### src/rtl/shake_pkg.sv
// Shared types and helpers for the SHAKE output-side (squeeze/dump) logic.
// Holds the dump FSM state encoding and the byte-keep mask builder.
package shake_pkg;

    typedef enum logic [1:0] {
        IDLE     = 2'd0,
        WAIT_BLK = 2'd1,
        DUMP     = 2'd2
    } dump_state_t;

    // Widest keep mask the helper can build (supports W up to 512 bits).
    localparam int unsigned KEEP_MAX = 64;

    // Mask with the lowest n_bytes bits set; callers truncate to their own byte width.
    function automatic logic [KEEP_MAX-1:0] keep_mask(input int unsigned n_bytes);
        logic [KEEP_MAX-1:0] m;
        m = '0;
        for (int unsigned i = 0; i < KEEP_MAX; i++) begin
            m[i] = (i < n_bytes);
        end
        return m;
    endfunction

endpackage

### src/rtl/dump_len_counter.sv
// Remaining-byte counter for one squeeze request.
// Flags the final word and produces its byte-accurate keep mask.
module dump_len_counter #(
    parameter int W     = 64,
    parameter int LEN_W = 32
) (
    input  logic             clk,
    input  logic             rst,
    input  logic             clr,
    input  logic             load,
    input  logic [LEN_W-1:0] value,
    input  logic             dec,
    output logic             final_word,
    output logic [W/8-1:0]   keep
);
    import shake_pkg::*;

    localparam int WB = W / 8;
    localparam logic [LEN_W-1:0] WB_L = LEN_W'(WB);

    logic [LEN_W-1:0] r_bytes_rem;
    logic [31:0]      w_tail_bytes;

    assign final_word = (r_bytes_rem <= WB_L);

    // NOTE: sequential state uses non-blocking assignments so every register samples pre-edge values.
    always_ff @(posedge clk) begin
        if (rst || clr) begin
            r_bytes_rem <= '0;
        end else if (load) begin
            r_bytes_rem <= value;
        end else if (dec) begin
            // Clamp to zero on the final word so the count never wraps.
            r_bytes_rem <= final_word ? '0 : r_bytes_rem - WB_L;
        end
    end

    // Only meaningful when final_word is set, where the count fits in WB.
    assign w_tail_bytes = 32'(r_bytes_rem);
    assign keep         = final_word ? WB'(keep_mask(w_tail_bytes)) : '1;

endmodule

### src/rtl/squeeze_dump_fsm.sv
// Output-side controller of the SHAKE core: streams the requested byte count from the
// rate buffer onto a ready/valid port, requesting a new permutation per exhausted block.
module squeeze_dump_fsm #(
    parameter int W          = 64,
    parameter int RATE_WORDS = 21,
    parameter int LEN_W      = 32
) (
    input  logic             clk,
    input  logic             rst,
    input  logic             start,
    input  logic [LEN_W-1:0] out_len,
    input  logic             flush,
    input  logic             output_buffer_we,
    input  logic             ready_in,
    output logic             valid_out,
    output logic             last_out,
    output logic [W/8-1:0]   keep_out,
    output logic             output_buffer_shift_en,
    output logic             output_buffer_available_wr,
    output logic             squeeze_req,
    output logic             done
);
    import shake_pkg::*;

    localparam int WB    = W / 8;
    localparam int CNT_W = (RATE_WORDS > 1) ? $clog2(RATE_WORDS) : 1;
    localparam logic [CNT_W-1:0] LAST_IDX = CNT_W'(RATE_WORDS - 1);

    dump_state_t      r_state;
    dump_state_t      w_next;
    logic [CNT_W-1:0] r_word_cnt;
    logic             r_done;
    logic             w_done_next;
    logic             w_final;
    logic             w_fire;
    logic             w_load;
    logic [WB-1:0]    w_keep;

    assign w_fire = (r_state == DUMP) && ready_in;
    assign w_load = (r_state == IDLE) && start && (out_len != '0);

    dump_len_counter #(
        .W     (W),
        .LEN_W (LEN_W)
    ) u_len (
        .clk        (clk),
        .rst        (rst),
        .clr        (flush),
        .load       (w_load),
        .value      (out_len),
        .dec        (w_fire),
        .final_word (w_final),
        .keep       (w_keep)
    );

    always_ff @(posedge clk) begin
        if (rst) begin
            r_state <= IDLE;
            r_done  <= 1'b0;
        end else begin
            r_state <= w_next;
            r_done  <= w_done_next;
        end
    end

    // NOTE: every always_comb output gets a default first so no path can infer a latch.
    always_comb begin
        w_next      = r_state;
        w_done_next = 1'b0;
        case (r_state)
            IDLE: begin
                if (start) begin
                    if (out_len == '0) w_done_next = 1'b1;
                    else               w_next      = WAIT_BLK;
                end
            end
            WAIT_BLK: begin
                if (output_buffer_we) w_next = DUMP;
            end
            DUMP: begin
                if (ready_in) begin
                    if (w_final) begin
                        w_next      = IDLE;
                        w_done_next = 1'b1;
                    end else if (r_word_cnt == LAST_IDX) begin
                        w_next = WAIT_BLK;
                    end
                end
            end
            default: w_next = IDLE;
        endcase
        // Abort wins over any pending transition and suppresses completion.
        if (flush) begin
            w_next      = IDLE;
            w_done_next = 1'b0;
        end
    end

    always_ff @(posedge clk) begin
        if (rst || flush) begin
            r_word_cnt <= '0;
        end else if ((r_state == WAIT_BLK) && output_buffer_we) begin
            r_word_cnt <= '0;
        end else if (w_fire) begin
            r_word_cnt <= r_word_cnt + CNT_W'(1);
        end
    end

    // Outputs decode state directly; reset forces them low even before the first edge.
    always_comb begin
        valid_out                  = 1'b0;
        last_out                   = 1'b0;
        keep_out                   = '0;
        output_buffer_shift_en     = 1'b0;
        output_buffer_available_wr = 1'b0;
        squeeze_req                = 1'b0;
        done                       = r_done && !rst;
        if (!rst) begin
            case (r_state)
                IDLE: begin
                    output_buffer_available_wr = 1'b1;
                end
                WAIT_BLK: begin
                    output_buffer_available_wr = 1'b1;
                    squeeze_req                = 1'b1;
                end
                DUMP: begin
                    valid_out              = 1'b1;
                    last_out               = w_final;
                    keep_out               = w_keep;
                    output_buffer_shift_en = ready_in;
                end
                default: ;
            endcase
        end
    end

endmodule

### config.mk
export PLATFORM = sky130hd
export DESIGN_NAME = squeeze_dump_fsm
export DESIGN_NICKNAME = d
export VERILOG_FILES = /design/src/rtl/shake_pkg.sv /design/src/rtl/dump_len_counter.sv /design/src/rtl/squeeze_dump_fsm.sv
export SDC_FILE = /design/constraint.sdc
export NUM_CORES = 1
export LEC_CHECK = 0
export ABC_AREA = 1
export BUFFER_PORTS_ARGS = -buffer_cell sky130_fd_sc_hd__clkbuf_2
export CAP_MARGIN = 20
export CORE_MARGIN = 2
export CORE_UTILIZATION = 38
export DETAILED_ROUTE_END_ITERATION = 12
export SYNTH_ARGS = -nofsm -noshare
export SYNTH_HDL_FRONTEND = slang
export SYNTH_SLANG_ARGS = --single-unit
export TNS_END_PERCENT = 30
### constraint.sdc
create_clock -name clk -period 2.1 [get_ports clk]
set_input_delay 0.525 -clock clk [delete_from_list [all_inputs] [get_ports clk]]
set_output_delay 0.525 -clock clk [all_outputs]
set_load 0.005 [all_outputs]
# == Yosys cells after proc, flatten, opt, wreduce, memory -nomap -nowiden ==
# Index checks and enable logic that the tools add are counted.
# totals
register_bits,40
output_inout_bits,14
wordCells,66
inputBits,38
# classes
n_addsub,2
order_cmp,9
reduce_logical,15
n_eq_ne,8
muxes,28
# ops
op,n
"3-bit by 32-bit < comparator with 1-bit output, first input constant",4
32-bit 2-to-1 mux,3
"1-bit by 32-bit < comparator with 1-bit output, first input constant",2
"2-bit by 32-bit < comparator with 1-bit output, first input constant",2
"32-bit by 4-bit less-or-equal comparator with 1-bit output, second input constant",1
32-bit logical NOT,1
32-bit nonzero test,1
"32-bit by 4-bit subtractor with 32-bit output, second input constant",1
8-bit 2-to-1 mux,3
1-bit 2-to-1 mux,14
2-bit 2-to-1 mux,6
"2-bit inequality test, second input constant",4
2-bit one-hot mux with 3 select lines,1
2-bit OR reduction,3
"5-bit by 1-bit adder with 5-bit output, second input constant",1
"5-bit == test, second input constant",1
1-bit logical AND,5
5-bit AND reduction,1
"3-bit by 1-bit inequality test with 1-bit output, second input constant",1
"2-bit by 1-bit == test with 1-bit output, second input constant",1
"2-bit == test, second input constant",1
2-bit logical NOT,1
1-bit one-hot mux with 2 select lines,1
2-bit nonzero test,1
other kinds (2),2

# == Logic depth before layout (Yosys ltp) ==
# depth
ltp_word,5
mapped_depth,13
mapped_depth_nobuf,13

# == By module ==
# From an unflattened synthesis, not the netlist that was laid out.
# hier_totals
cells_unflattened,444
area_unflattened_um2,3093.0
# modules_own_cells
mod,seq_area_each_um2,n_inst,cells_per_inst,area_each_um2
dump_len_counter,640.6,1,331,2433.6
squeeze_dump_fsm,160.2,1,113,659.4

# == Worst setup path before layout ==
# OpenSTA, ideal clock, no wires.
# synth_timing
path_kind,reg-to-output
start,register u_len.r_bytes_rem[22]
end,output keep_out[0]
setup_slack_ns,0.299
t_arrival_ns,1.276
path_stages_with_launch,8
t_required_ns,1.575
path_buffers,0
cell_sequence,dfxtp_1 -> inv_1 -> nand2_1 -> nor2_2 -> nand2_1 -> nor2_2 -> nor4b_1 -> a21oi_1
# synth_via
elab_chain_cells,4
word_cells_on_any_way,5
cone_classes,order compare: 2; mux: 3
# synth_lines
element,line_no,rtl
"start, declared",dump_len_counter.sv:21,logic [LEN_W-1:0] r_bytes_rem;
"start signal, assigned",dump_len_counter.sv:31,r_bytes_rem <= value;
"start signal, assigned",dump_len_counter.sv:34,r_bytes_rem <= final_word ? '0 : r_bytes_rem - WB_L;
1-bit by 32-bit < comparator with 1-bit output / 32-bit by 4-bit less-or-equal comparator with 1-bit output (equally long branches),"shake_pkg.sv:19, dump_len_counter.sv:24",
8-bit 2-to-1 mux (*),dump_len_counter.sv:40,assign keep = final_word ? WB'(keep_mask(w_tail_bytes)) : '1;
8-bit 2-to-1 mux (*),squeeze_dump_fsm.sv:119,case (r_state)
8-bit 2-to-1 mux (*),squeeze_dump_fsm.sv:118,if (!rst) begin
"end, declared",squeeze_dump_fsm.sv:17,"output logic [W/8-1:0] keep_out,"
# Mark *: on every way between the ends. The rest lies on a longest branch, timed or not.

# == Final worst setup path ==
# layout_timing
start,register u_len.r_bytes_rem[16]
end,output keep_out[0]
# Same word-level chain as after synthesis.

==> impl_results.md <==
* Power density over the cells at 580.2 mW/mm^2
* Post-Syn Area per Cell at 5.999 sq um
* Tightest Hold Check Type: in -> reg
* Total wire length at 8794 um
* Cell-internal power at 1.480 mW
* Netlist cell types at 35
* Number of H-tree levels at 2
* Routed wire length per instance at 12.60 um
* Number of DRC markers in iteration 0 at 141
* Clock Skews at 0.008553 ns
* YS warnings at 0
* Count of endpoints failing setup in the final report at 0
* Full die area at 0.008801 sq mm
* Via Count at 3397
* Tightest slew margin relative to the limit at 72.30%
* Arr. time, crit path at 1.57 ns
* Period minus WS final at 2.095 ns
* # DRC at 0
* Ys async rst share at 0%
* Worst skew pair latency at 0.30 ns
* Number of max-slew violations in the final report at 0
* Leakage power total at 1.980 nW
* Boundary pin count at 52
* Commonest cells post-synth: 142 x nand2_1, 95 x nor2_1, 61 x inv_1
* Vias in the first global route at 3265
* Power share of the clock group at 24.6%
* Setup repair after global routing missed its margin: yes
* Final #Nets at 638
* Floorplan row count at 32
* TritonCTS clock tree: done
* Number of antenna violations at the first check in global routing at 0
* Final hold violation count at 0
* Post-route design area at 0.004010 sq mm
* Ratio of cells with drive above 1 in the final layout at 31.71%
* Starting density of the core at 39.47%
* Router iterations before antenna repair at 4
* Vias per std cell at 4.867
* Final ANT Viol Nets at 0
* Number of buffers on the longest clock path at 2
* Worst setup slack after placement at 0.01555 ns
* Total GRT Usage at 20.77%
* Net load switching power at 846.4 uW
* Max-Cap Viols at 0
* Top-area cell type share of the netlist area at 26.12%
* Cells after Synth at 511
* Sw Ratio at 36.38%
* Post-synth net total at 553
* EDFF count, synth at 0
* Number of synthesized register bits at 40
* Total of fill cells in the finished design at 825
* Maximum clock frequency at 477.4 MHz
* Combinational power share at 39.8%
* Cell type with the largest total area after synthesis: dfxtp_1
* Post-detailed-placement half-perimeter wirelength at 6602 um
* GRT Residual Overflow at 0
* Final cell utilization of the core at 51.63%
* Area grow syn2layout at 30.82%
* Type of destination of the critical path: output pin
* Clock input transition at the sequential cells of the worst setup and hold paths at 0.08 ns
* N_diodes at 0
* Clock sinks at 40
* Least-Margin Pin Slew at 0.4155 ns
* Hold_buf cts at 0
* Top area cells in the synthesized netlist: dfxtp_1 26%, nand2_1 17%, nor2_1 12%
* Worst hold slack at 0.4743 ns
* Wire length of the first global-routing pass at 14670 um
* Crit path launch type: flop
* Reg-to-reg startpoint: u_len.r_bytes_rem[3]
* Clock buffer count from CTS at 5
* Critical path required time at 1.57 ns
* Placeable core region at 0.007767 sq mm
* Maximum fanout along the worst path at 3
* Largest net degree at the start of global routing at 36
* Height of the die at 93.82 um
* Post-Place Cell Area at 0.003582 sq mm
* Portion of the post-synthesis area used by sequential elements at 26.12%
* Post-synth design cell area at 0.003065 sq mm
* Crit path from: u_len.r_bytes_rem[16]
* Kind of critical path: reg -> out
* Gp weighted congestion at 0.9036
* Die outline width at 93.82 um
* Result of the run: complete, no violations
* Start point of the worst hold path: out_len[0]
* Setup ws final at 0.005176 ns
* Relative contribution of sequential cells to total power at 35.6%
* Root Buffer: clkbuf_8
* Peak supply drop at 0.2297 mV
* Synth Flop Type: dfxtp_1
* Cell with the most instances after synthesis: nand2_1
* Count of buffers from port buffering at 51
* Crit share post-route at 99.75%
==> path summary, 6_finish.rpt <==
path	endpoint	slack, ns	cells after the start
worst max register to register	u_len.r_bytes_rem[15]	0.21	9
worst min register to register	r_word_cnt[0]	0.49	2
worst max-delay path	keep_out[0]	0.005	8
worst min-delay path	u_len.r_bytes_rem[0]	0.47	3
==> power groups by stage <==
stage	logic [mW]	registers, mW	clock network, mW
final	0.927	0.828	0.572
after global routing	1.03	0.832	0.621
after CTS	0.861	0.820	0.586
after detailed placement	0.809	0.835	0
after global placement	0.801	0.835	0
after floorplan	0.560	0.829	0
==> placed cells by master, fill, tap and decap left out, drive strengths merged, types with 3 or more instances in the layout <==
master  instances
nand3          34
xnor2           3
nand2         150
ha              4
xor2           20
o21ai          13
nor2          107
a21oi          31
buf            40
nor3            4
a31oi           4
nand4           8
clkbuf         57
inv            68
nand3b          5
dfxtp          40
==> through the flow <==
stage	TNS, ns	cells	power, mW
after floorplan	0	511	1.389
after global routing	-0.3515	698	2.481
final	0	698	2.327
after CTS	-0.4011	692	2.267
after global placement	0	677	1.636
after detailed placement	0	677	1.644
==> cell type report <==
cell class	instances	area (sq um)	share of cell area, %
timing repair buffer	90	593.1	14.79
sequential	40	833.3	20.78
tap	102	127.6	3.183
clock buffer	7	96.34	2.402
multi-input combinational	390	2093	52.20
inverter	69	266.5	6.646
==> timing repair <==
item | 4_1_cts | 5_1_grt
setup endpoints to repair | 9 | 9
pin swaps | 8 | 23
gates resized for setup | 30 | 64
buffers inserted | 8 | 6
==> per-layer routing <==
layer  vias up  wire length [um]  global-route usage, %
li1       1760                 -                      -
met1      1558              3921                  25.83
met2        63              4386                  37.26
met3        16               314                  2.889
met4         0               171                  5.676
met5         -                 0                      0
==> registers in the layout, summed over array words and instances, names as in the netlist <==
register           cells
r_state                2
r_word_cnt             5
u_len.r_bytes_rem     32
r_done                 1
==> worst max-delay path: stages (launching register included) <==
cell and delay [ns]:
dfxtp_4 0.37, nor2_4 0.12, inv_2 0.06, nor2_4 0.09, nand2_2 0.08, nor2_4 0.12
nor4b_4 0.23, a21oi_1 0.10, clkbuf_2 0.12
==> cells by family (layout without fill, tap and decap cells) <==
kind of cell / Yosys count / after routing / synth area share (%)
AND/OR/NAND/NOR: 312 / 312 / 45.39
buffers and inverters: 81 / 166 / 11.51
XOR/XNOR: 23 / 23 / 6.572
flip-flops: 40 / 40 / 26.12
AO/OA/AOI/OAI: 51 / 51 / 8.776
adder cells (fa/ha/maj): 4 / 4 / 1.633
No activity file was read; power rests on OpenSTA's default activity.
